$ cat src/rtl/cla_addsub_pipe.sv
// Pipelined carry-lookahead adder/subtractor.
// One BLOCK-bit lookahead slice is resolved per stage. The slice carry-out
// is registered between stages. A single global stall freezes every stage.
module cla_addsub_pipe #(
  parameter int unsigned WIDTH = 32,
  parameter int unsigned BLOCK = 8
) (
  input  logic             clock,
  input  logic             reset,
  input  logic             in_valid,
  output logic             in_ready,
  input  logic [WIDTH-1:0] a,
  input  logic [WIDTH-1:0] b,
  input  logic             sub,
  output logic             out_valid,
  input  logic             out_ready,
  output logic [WIDTH-1:0] sum,
  output logic             cout,
  output logic             ovf,
  output logic             zero
);

  localparam int unsigned NSTG = WIDTH / BLOCK;
  localparam int unsigned LAST = NSTG - 1;

  // Reject slice geometries the lookahead cannot build.
  if ((BLOCK < 1) || (BLOCK > 8) || ((WIDTH % BLOCK) != 0)) begin : g_bad_cfg
    $error("cla_addsub_pipe: WIDTH must be a multiple of BLOCK and BLOCK must be 1..8");
  end

  logic advance;

  // Combinational results of each stage: the values it hands to the next register.
  logic [WIDTH-1:0] nx_a  [NSTG];
  logic [WIDTH-1:0] nx_b  [NSTG];
  logic [WIDTH-1:0] nx_s  [NSTG];
  logic             nx_c  [NSTG];
  logic             nx_cm [NSTG];
  logic             nx_v  [NSTG];

  // Inter-stage registers. Index k holds the output of stage k, for k < LAST.
  logic [WIDTH-1:0] pa_q [NSTG];
  logic [WIDTH-1:0] pb_q [NSTG];
  logic [WIDTH-1:0] ps_q [NSTG];
  logic             pc_q [NSTG];
  logic             pv_q [NSTG];

  assign advance  = !out_valid || out_ready;
  assign in_ready = advance;

  for (genvar k = 0; k < NSTG; k++) begin : g_stg
    logic [WIDTH-1:0] in_a;
    logic [WIDTH-1:0] in_b;
    logic [WIDTH-1:0] in_s;
    logic             in_c;
    logic             in_v;
    logic [BLOCK-1:0] sa;
    logic [BLOCK-1:0] sb;
    logic [BLOCK-1:0] g;
    logic [BLOCK-1:0] p;
    logic [BLOCK:0]   c;
    logic             acc;
    logic             pp;
    logic [WIDTH-1:0] s_out;

    if (k == 0) begin : g_head
      // Stage 0 works directly on the accepted operands; subtract is A + ~B + 1.
      assign in_a = a;
      assign in_b = sub ? ~b : b;
      assign in_s = '0;
      assign in_c = sub;
      assign in_v = in_valid;
    end else begin : g_body
      assign in_a = pa_q[k-1];
      assign in_b = pb_q[k-1];
      assign in_s = ps_q[k-1];
      assign in_c = pc_q[k-1];
      assign in_v = pv_q[k-1];
    end

    assign sa = in_a[k*BLOCK +: BLOCK];
    assign sb = in_b[k*BLOCK +: BLOCK];
    assign g  = sa & sb;
    assign p  = sa | sb;

    // Flat two-level lookahead: each carry is a sum of generate/propagate products.
    always_comb begin
      c    = '0;
      acc  = 1'b0;
      pp   = 1'b0;
      c[0] = in_c;
      for (int i = 0; i < BLOCK; i++) begin
        acc = g[i];
        pp  = p[i];
        for (int j = i - 1; j >= 0; j--) begin
          acc = acc | (pp & g[j]);
          pp  = pp & p[j];
        end
        acc    = acc | (pp & in_c);
        c[i+1] = acc;
      end
    end

    // Merge this slice's sum bits into the partial result.
    always_comb begin
      s_out                    = in_s;
      s_out[k*BLOCK +: BLOCK]  = sa ^ sb ^ c[BLOCK-1:0];
    end

    assign nx_a[k]  = in_a;
    assign nx_b[k]  = in_b;
    assign nx_s[k]  = s_out;
    assign nx_c[k]  = c[BLOCK];
    assign nx_cm[k] = c[BLOCK-1];
    assign nx_v[k]  = in_v;
  end

  // Stage valid bits: cleared by reset, frozen while stalled.
  always_ff @(posedge clock) begin
    if (reset) begin
      for (int k = 0; k < NSTG; k++) pv_q[k] <= 1'b0;
    end else if (advance) begin
      for (int k = 0; k < LAST; k++) pv_q[k] <= nx_v[k];
    end
  end

  // Stage payloads: operands, partial sum and slice carry, frozen while stalled.
  always_ff @(posedge clock) begin
    if (advance) begin
      for (int k = 0; k < LAST; k++) begin
        pa_q[k] <= nx_a[k];
        pb_q[k] <= nx_b[k];
        ps_q[k] <= nx_s[k];
        pc_q[k] <= nx_c[k];
      end
    end
  end

  // Output stage: result and flags change only when a valid result arrives.
  always_ff @(posedge clock) begin
    if (reset) begin
      out_valid <= 1'b0;
      sum       <= '0;
      cout      <= 1'b0;
      ovf       <= 1'b0;
      zero      <= 1'b0;
    end else if (advance) begin
      out_valid <= nx_v[LAST];
      if (nx_v[LAST]) begin
        sum  <= nx_s[LAST];
        cout <= nx_c[LAST];
        ovf  <= nx_c[LAST] ^ nx_cm[LAST];
        zero <= ~|nx_s[LAST];
      end
    end
  end

endmodule

$ cat config.mk
export PLATFORM = sky130hd
export DESIGN_NAME = cla_addsub_pipe
export DESIGN_NICKNAME = d
export VERILOG_FILES = /design/src/rtl/cla_addsub_pipe.sv
export SDC_FILE = /design/constraint.sdc
export NUM_CORES = 1
export LEC_CHECK = 0
export CORE_ASPECT_RATIO = 2
export CORE_MARGIN = 1
export CORE_UTILIZATION = 49
export CTS_BUF_LIST = sky130_fd_sc_hd__clkbuf_2 sky130_fd_sc_hd__clkbuf_4 sky130_fd_sc_hd__clkbuf_8
export CTS_CLUSTER_SIZE = 12
export DETAILED_ROUTE_END_ITERATION = 16
export HOLD_SLACK_MARGIN = 0.02
export PLACE_DENSITY = 0.76
export SYNTH_ARGS = -nofsm -noshare
export SYNTH_HDL_FRONTEND = slang
export SYNTH_SLANG_ARGS = --single-unit
$ cat constraint.sdc
create_clock -name clock -period 15.4 [get_ports clock]
set_input_delay 2.31 -clock clock [delete_from_list [all_inputs] [get_ports clock]]
set_output_delay 2.31 -clock clock [all_outputs]
set_load 0.01 [all_outputs]
After elaboration in Yosys (flattened, before gate mapping):

Memories as Yosys holds them, arrays and structs flattened.
Cells that the tools add are included.

* register bits after elaboration: 36
* memory bits (writable): 392
* memories: 5

Memory list
* pa_q: depth 4, width 32, read ports 3, clocked after memory_dff 0, write ports 3, line 42 `logic [WIDTH-1:0] pa_q [NSTG];`
* pb_q: depth 4, width 32, read ports 3, clocked after memory_dff 0, write ports 3, line 43 `logic [WIDTH-1:0] pb_q [NSTG];`
* ps_q: depth 4, width 32, read ports 3, clocked after memory_dff 0, write ports 3, line 44 `logic [WIDTH-1:0] ps_q [NSTG];`
* pc_q: depth 4, width 1, read ports 3, clocked after memory_dff 0, write ports 3, line 45 `logic pc_q [NSTG];`
* pv_q: depth 4, width 1, read ports 3, clocked after memory_dff 0, write ports 4, line 46 `logic pv_q [NSTG];`

* mux-type cells: 10
* bitwise gates (word level): 421
* reductions and logical operators: 5

Operators with widths (count)
* $and A1 B1 Y1: 256
* $or A1 B1 Y1: 147
* $xor A8 B8 Y8: 8
* $and A8 B8 Y8: 4
* $mux W32: 1
* $not A32 Y32: 1
* $or A8 B8 Y8: 4
* $reduce_or A32 Y1: 1
* $mux W1: 9
* $logic_not A1 Y1: 2
* $reduce_and A2 Y1: 1
* $logic_or A1 B1 Y1: 1
* $xor A1 B1 Y1: 1

Depth between registers and ports, before layout:

Gate-level depths: netlist of the first run.
An unclocked memory read counts as a cell.

* depth in word-level cells: 13
* gate-level depth with buffers: 11

Least setup slack after synthesis of the first run:

OpenSTA, ideal clock, no wires.

* path type: input -> output
* start: in out_ready
* end: out in_ready
* arrival: 6576 ps
* required time: 13090 ps
* slack: 6514 ps
* stages: 2
* cells stage by stage: nand2b_1 > clkbuf_1

* word-level cells in the longest chain between the ends: 1

RTL lines
* start, declared: line 16 `input logic out_ready,`
* $logic_or A1 B1 Y1: line 48 `assign advance = !out_valid || out_ready;`
* end, declared: line 11 `output logic in_ready,`

No other way between the ends.

Worst setup path after layout of the first run:

Same ends and word-level chain as after synthesis.

==> results.cfg, run 1 <==
[drt]
num_vias = 4903
drtAntennaViolNets = 0
dr.pass1.iters = 4
drc_errors = 0
drt_wl_total_mm = 13.6
drt_iter0_drc = 172
avgViaCountPerCell = 5.04
wl_per_cell_um = 14.0

[clock_tree]
clk_pin_slew_ns = 0.09
cts_setup_buffers = 0
cts.sinks = 186
htreeDepth = 4
clk-insertion-delay-late_ns = 0.44
clock_path_buffers = 2
ctsHoldBuffers = 0
clockRootBuffer = clkbuf_8
tritoncts = yes
cts_made_buffers = 17
cts_resized = 0

[worst_setup_path]
crit_path_end = in_ready
reg2reg_depth = 3
cp-start-kind = input pin
crit_arrival_ns = 3.51
cp_slowest_cell = clkdlybuf4s50_1
crit_required_ns = 13.09
crit_path_cell_trace = clkdlybuf4s50_1 > nand2b_4 > clkdlybuf4s50_1
cp_max_fo = 5
reg2reg_slack_ns = 12.90
crit_path_frequent_cell = clkdlybuf4s50_1
r2r-start = out_valid$_SDFFE_PP0N_
reg2reg_to = pa_q[0][53]$_DFFE_PN_
critPathMaxStageDelay_ns = 0.55
cp-startpoint = out_ready
worstSetupEndpointType = output port
critPathKind = in -> out

[layout]
diodes = 0
final_common_cell = edfxtp_1
regArea_sq_mm = 0.00523
final_cell_mix = edfxtp_1, clkdlybuf4s50_1, inv_1, nand2_1, ha_1
nNetsFinal = 894
num-fill-cells = 1271
final_core_util_pct = 60.6
drive_gt1_share_pct = 5.85
postLayoutCellArea_sq_mm = 0.00991
multi_input_area_sq_mm = 0.00264
area_growth_pct = 20.3

[global_route]
grt_antenna_before_repair = 0
grt_max_degree = 85
grt-ovfl-total = 0
grt_pass1_vias = 4993
grt_pass1_wl_mm = 22.3
grt.total_usage_pct = 16.9

[min_path]
hp-class = reg -> reg

[placement]
gp_congestion = 0.819
dp_slack_ns = 9.56
place_area_sq_mm = 0.00951
port_buffers = 105
hpwl_mm = 10.3

[flow_run]
maxCapViolCount = 0

[sta]
finalCriticalPeriod_ns = 5.82
worst_pin_slew_ns = 1.19
rsz0062_at_grt = no
finalCritPeriodShare_pct = 37.8
setup_tns_ns = 0
setup_violations = 0
slew_headroom_pct = 20.9
fin_ws_ns = 9.58
maxSlewViolCount = 0
hold_violations = 0
fmax_mhz = 172
finalClockSkew_ns = 0.0152

[logic_synthesis]
synth-main-ff-cell = edfxtp_1
yosys_register_bits = 186
synth_area_sq_mm = 0.00824
synth_cell_type_count = 41
yosys_warnings = 0
ys_async_sr_fraction_pct = 0
synth_edf_count = 150
yosysSeqAreaShare_pct = 63.4
syn_area_per_cell_sq_um = 12.8
synth_nets = 783
netlist_instances = 645

[power_and_ir_drop]
leakage_nw = 3.98
swShare_pct = 25.5
pwr-share-seq_pct = 57.4
combinationalPowerShare_pct = 15.1
p_int_w = 0.000870
ir_worst_vdd_uv = 62.8
power_density_mw_per_mm2 = 118
p_clk_share_pct = 27.6
p_sw_w = 0.000297

[floorplan]
row_count = 66
start_util_pct = 50.4
io_pins = 106
die_h_um = 185
core-area_sq_mm = 0.0164
dieArea_sq_mm = 0.0174
die_w_um = 93.7

[run_status]
outcome = complete, no violations
power by group through the flow:
| stage | sequential (W) | clock [W] | combinational, W |
|---|---|---|---|
| finish | 0.000669 | 0.000322 | 0.000176 |
| global route | 0.000678 | 0.000352 | 0.000196 |
| CTS | 0.000670 | 0.000331 | 0.000177 |
| detailed placement | 0.000682 | 0 | 0.000176 |
| global placement | 0.000678 | 0 | 0.000168 |
| floorplan | 0.000671 | 0 | 0.000113 |
final cells by class:
cell class,instances,area share (%)
Clock inverter,14,1.62
Timing Repair Buffer,108,10.8
Tap cell,204,2.58
Multi-Input combinational cell,357,26.6
Clock buffer,18,2.44
Inverter,86,3.26
Sequential cell,186,52.7
cells by family after synthesis:
| logic type | Yosys count | synth area share [%] |
|---|---|---|
| compound gates | 80 | 6.45 |
| xor+xnor | 57 | 6.06 |
| fa+ha+maj | 69 | 10.8 |
| buf+inv | 102 | 4.68 |
| flops | 186 | 63.4 |
| mux | 2 | 0.243 |
| simple gates | 149 | 8.41 |
critical path, delay by kind of cell:
family        cells  cell delay, ns
buf+inv           2            1.01
simple gates      1            0.18
synth_stat cells, types with 2 or more instances:
cell	number	area [sq um]
a2111oi_0	3	26.3
a211oi_1	6	45.0
a211oi_2	2	25.0
a21oi_1	43	215
a221o_1	3	30.0
a221oi_1	3	26.3
and2_1	7	43.8
buf_1	3	11.3
buf_2	2	10.0
clkbuf_1	11	41.3
dfxtp_1	36	721
edfxtp_1	150	4500
fa_1	3	60.1
ha_1	66	826
inv_1	86	323
mux2i_1	2	20.0
nand2_1	70	263
nand2b_1	5	31.3
nand4_1	3	18.8
nor2_1	25	93.8
nor2b_1	8	50.1
nor3_1	12	60.1
nor4_1	6	37.5
nor4b_1	3	26.3
o211ai_1	3	22.5
o21ai_0	4	20.0
o21bai_1	7	52.6
o31ai_2	2	25.0
or2_2	2	12.5
or3_1	3	18.8
xnor2_1	15	131
xor2_1	42	368
registers in the layout, indices dropped and copies added, names as in the netlist:
register,count
pa_q,48
ps_q,48
pb_q,48
sum,32
cout,1
out_valid,1
pc_q,3
pv_q,3
zero,1
ovf,1
layer usage:
layer  track usage [%]  part of all wire (%)  wire [um]
met2              32.2                    57       7760
met4              9.91                   3.7        510
met1              16.8                    36       4950
met3              2.63                   3.1        425
met5                 0                     0          0
stage by stage:
step	hold slack [ns]	cells	power, W
6_report	0.418	973	0.00117
5_1_grt	0.430	973	0.00123
4_1_cts	0.420	973	0.00118
3_5_place_dp	0.405	941	0.000858
3_3_place_gp	0.402	941	0.000846
2_1_floorplan	0.400	645	0.000784
worst min-delay path by stage:
stage | from | end | slack, ns | cells after the start
final | pb_q[0][63]$_DFFE_PN_ | pb_q[0][95]$_DFFE_PN_ | 0.42 | 0
after global routing | pa_q[0][25]$_DFFE_PN_ | pa_q[0][57]$_DFFE_PN_ | 0.43 | 0
after CTS | pa_q[0][57]$_DFFE_PN_ | pa_q[0][89]$_DFFE_PN_ | 0.42 | 0
after floorplan | pa_q[0][16]$_DFFE_PN_ | pa_q[0][48]$_DFFE_PN_ | 0.40 | 0
after global placement | pa_q[0][62]$_DFFE_PN_ | pa_q[0][94]$_DFFE_PN_ | 0.40 | 0
after detailed placement | pb_q[0][63]$_DFFE_PN_ | pb_q[0][95]$_DFFE_PN_ | 0.40 | 0
(Power assumes the default switching activity.)
==> inputs of run 2 (changes only) <==
- PLACE_DENSITY: 0.76 -> 0.79
- clock period: 15.4 -> 5 ns (I/O delays scaled with it)
==> results.cfg, run 2 (synthesis gave the netlist of run 1 again) <==
[power_and_ir_drop]
leakage_nw = 3.99
ir_worst_vdd_uv = 193
power_density_mw_per_mm2 = 359
power.total_w = 0.00355

[worst_setup_path]
r2r-start = pa_q[0][88]$_DFFE_PN_
critPathMaxStageDelay_ns = 0.67
crit_path_frequent_cell = clkdlybuf4s50_1
cp-startpoint = out_ready
cp_max_fo = 48
crit_path_cell_trace = clkdlybuf4s50_1 > nand2b_4 > clkdlybuf4s50_1
cp_slowest_cell = clkdlybuf4s50_1
cp-start-kind = input pin
crit_arrival_ns = 2.45
crit_required_ns = 4.25
worstSetupEndpointType = output port
critPathKind = in -> out

[clock_tree]
clockRootBuffer = clkbuf_8
ctsHoldBuffers = 0
tritoncts = yes
cts_resized = 0
clk_pin_slew_ns = 0.09
cts_made_buffers = 17
clk-insertion-delay-late_ns = 0.46
cts_setup_buffers = 0
cts.sinks = 186
clock_path_buffers = 2
htreeDepth = 4

[min_path]
holdCritStartpoint = ps_q[0][42]$_DFFE_PN_
hp-class = reg -> reg

[placement]
dp_slack_ns = 1.68
hpwl_mm = 10.2
gp_congestion = 0.807
port_buffers = 105

[global_route]
grt_antenna_before_repair = 0
grt.total_usage_pct = 17.1
grt_max_degree = 108
grt_pass1_wl_mm = 22.4
grt_pass1_vias = 4952
grt-ovfl-total = 0

[floorplan]
dieArea_sq_mm = 0.0174
start_util_pct = 50.4
die_h_um = 185
row_count = 66
io_pins = 106
die_w_um = 93.7
core-area_sq_mm = 0.0164

[sta]
setup_tns_ns = 0
finalClockSkew_ns = 0.00983
rsz0062_at_grt = no
finalCriticalPeriod_ns = 3.20
worst_pin_slew_ns = 1.15
maxSlewViolCount = 0
slew_headroom_pct = 23.5
hold_violations = 0
finalCritPeriodShare_pct = 64.0
setup_violations = 0
fin_ws_ns = 1.80
fmax_mhz = 313

[drt]
num_vias = 4885
avgViaCountPerCell = 5.02
drc_errors = 0
drtAntennaViolNets = 0
drt_iter0_drc = 179
wl_per_cell_um = 14.1
drt_wl_total_mm = 13.7
dr.pass1.iters = 5

[layout]
reg.largest.list = pa_q x48, pb_q x48, ps_q x48
nNetsFinal = 894
diodes = 0
final_common_cell = edfxtp_1
num-fill-cells = 1280
final_cell_mix = edfxtp_1, clkdlybuf4s50_1, inv_1, nand2_1, ha_1
area_growth_pct = 20.1
drive_gt1_share_pct = 5.59

[flow_run]
maxCapViolCount = 0

[run_status]
outcome = complete, no violations
run 2: where the power goes:
| group | switching (W) | internal [W] |
|---|---|---|
| clock | 0.000538 | 0.000413 |
| sequential | 0.000105 | 0.00196 |
| combinational | 0.000277 | 0.000260 |
| total | 0.000920 | 0.00263 |
run 2: worst paths after layout:
path | end | depth (start not counted) | slack, ns
hold reg to reg | ps_q[0][74]$_DFFE_PN_ | 0 | 0.42
setup reg to reg | zero$_SDFFE_PP0P_ | 7 | 2.67
hold / removal | ps_q[0][74]$_DFFE_PN_ | 0 | 0.42
setup / recovery | in_ready | 3 | 1.80
run 2: area by class of cell:
class | count | area (sq um) | share of cell area [%]
clock buffers | 18 | 241 | 2.44
clock inverters | 14 | 136 | 1.38
multi-input cells | 357 | 2640 | 26.6
well taps | 204 | 255 | 2.58
inverters | 86 | 323 | 3.26
repair buffers | 108 | 1080 | 10.9
flip-flops and latches | 186 | 5230 | 52.8
run 2: critical path: cells and delay by family:
family | cells | cell delay, ns
buffers and inverters | 2 | 1.13
AND/OR/NAND/NOR | 1 | 0.53
run 2: layer usage:
layer  vias up  GRT usage, %  routed length, um
met2       155          33.0               7860
li1       2421             -                  -
met4         0          8.92                455
met1      2273          16.3               4870
met3        36          3.82                507
met5         -             0                  0
run 2: stage by stage:
stage	std cells	utilization [%]	hold slack [ns]	cell area, sq um
final	973	60.5	0.422	9900
after global routing	973	60.5	0.424	9900
after detailed placement	941	58.2	0.405	9520
after floorplan	645	-	0.400	8240
after CTS	973	60.5	0.423	9900
after global placement	941	58.2	0.401	9520
==> inputs of run 3 (changes only) <==
- PLACE_DENSITY: 0.79 -> 0.76
- clock period: 5 -> 3.3 ns (I/O delays scaled with it)
==> results.cfg, run 3 (synthesis gave the netlist of run 1 again) <==
[placement]
port_buffers = 105
gp_congestion = 0.856
hpwl_mm = 10.2

[power_and_ir_drop]
p_clk_share_pct = 25.0
pwr-share-seq_pct = 59.5
power.total_w = 0.00525
leakage_nw = 3.98
power_density_mw_per_mm2 = 531
combinationalPowerShare_pct = 15.5
swShare_pct = 25.7
p_int_w = 0.00390
ir_worst_vdd_uv = 282
p_sw_w = 0.00135

[global_route]
use_met3_pct = 3.08
grt_pass1_wl_mm = 21.7
use_met2_pct = 32.3
grt-ovfl-total = 0
grt_antenna_before_repair = 0
use_met1_pct = 15.5
grt_max_degree = 103
grt_pass1_vias = 4947
grt_busiest_layer = met2
grt.total_usage_pct = 16.5

[clock_tree]
htreeDepth = 4
clk_pin_slew_ns = 0.09
cts_made_buffers = 17
cts_setup_buffers = 0
ctsHoldBuffers = 0
cts_resized = 0
clockRootBuffer = clkbuf_8
tritoncts = yes
clk-insertion-delay-late_ns = 0.45
clock_path_buffers = 2
cts.sinks = 186

[layout]
final_common_cell = edfxtp_1
area_growth_pct = 20.1
regArea_sq_mm = 0.00523
final_cell_mix = edfxtp_1, clkdlybuf4s50_1, inv_1, nand2_1, ha_1
multi_input_area_sq_mm = 0.00264
diodes = 0
num-fill-cells = 1297
nNetsFinal = 898
reg.largest.list = pa_q x48, pb_q x48, ps_q x48
drive_gt1_share_pct = 6.08

[floorplan]
row_count = 66
dieArea_sq_mm = 0.0174
start_util_pct = 50.4
die_h_um = 185
core-area_sq_mm = 0.0164
die_w_um = 93.7
io_pins = 106

[sta]
setup_tns_ns = 0
worst_pin_slew_ns = 0.585
finalCriticalPeriod_ns = 2.43
finalCritPeriodShare_pct = 73.5
rsz0062_at_grt = no
fmax_mhz = 412
finalClockSkew_ns = 0.0115
maxSlewViolCount = 0
slew_headroom_pct = 61.0
setup_violations = 0
hold_violations = 0

[worst_setup_path]
crit_arrival_ns = 2.60
critPathMaxStageDelay_ns = 0.51
cp-start-kind = input pin
cp_slowest_cell = clkdlybuf4s50_1
critPathKind = in -> reg
critical_path_buf_inv_count = 2
worstSetupEndpointType = flop
worst-path-stages = 10
reg2reg_depth = 8
cp_max_fo = 3
crit_required_ns = 3.47
critical_path.top_delay_family = compound AO/OA/AOI/OAI gates
crit_path_cell_trace = clkdlybuf4s50_1 > xor2_1 > inv_1 > ha_1 > nor2b_1 > o21bai_1 > a21oi_1 > o21bai_1 > a221oi_1 > xor2_1

[min_path]
hold_path_depth = 0
hp-class = reg -> reg

[drt]
drt_wl_total_mm = 13.3
num_vias = 4902
drc_errors = 0
drtAntennaViolNets = 0
wl_per_cell_um = 13.6
dr.pass1.iters = 4
avgViaCountPerCell = 5.02
drt_iter0_drc = 190

[flow_run]
maxCapViolCount = 0

[run_status]
outcome = complete, no violations
==> run 3: changes by cell type in the layout (fill, tap and decap cells not counted), sizes merged <==
cell      before  now
buf            4    8
bufinv         1    0
clkbuf        18   19
clkinv         5    8
clkinvlp       0    2
inv           94   89
==> run 3: power by group through the flow <==
stage	Sequential [W]	Clock (W)	Combinational (W)
after floorplan	0.00313	0	0.000528
after global placement	0.00316	0	0.000781
after detailed placement	0.00318	0	0.000821
after CTS	0.00313	0.00135	0.000824
after global routing	0.00316	0.00144	0.000908
final	0.00312	0.00131	0.000816
==> run 3: worst paths after layout <==
path,startpoint,endpoint,slack [ns]
hold reg to reg,pb_q[0][18]$_DFFE_PN_,pb_q[0][50]$_DFFE_PN_,0.42
setup / recovery,b[0],ps_q[0][6]$_DFFE_PN_,0.87
setup reg to reg,pa_q[0][88]$_DFFE_PN_,zero$_SDFFE_PP0P_,1.03
hold / removal,pb_q[0][18]$_DFFE_PN_,pb_q[0][50]$_DFFE_PN_,0.42
==> run 3: layout make-up <==
cell class,instances,share of cell area [%]
sequential,186,52.8
multi-input combinational,357,26.7
timing repair buffer,112,11.2
inverter,86,3.26
tap,204,2.58
clock buffer,19,2.52
clock inverter,13,0.961
==> run 3: metal layers <==
metal	part of all wire, %	vias to the layer above
met5	0	-
met4	3.3	0
met3	3.8	34
met2	58	131
met1	35	2309
li1	-	2428
==> run 3: metrics by stage <==
| stage | std cells | hold slack (ns) | setup WS (ns) | util (%) | area [sq um] |
|---|---|---|---|---|---|
| 6_report | 977 | 0.418 | 0.874 | 60.5 | 9900 |
| 5_1_grt | 977 | 0.423 | 0.639 | 60.5 | 9900 |
| 4_1_cts | 977 | 0.417 | 0.927 | 60.5 | 9900 |
| 3_5_place_dp | 945 | 0.405 | 0.441 | 58.4 | 9550 |
| 3_3_place_gp | 945 | 0.401 | 0.554 | 58.4 | 9550 |
| 2_1_floorplan | 645 | 0.400 | 0.540 | - | 8240 |
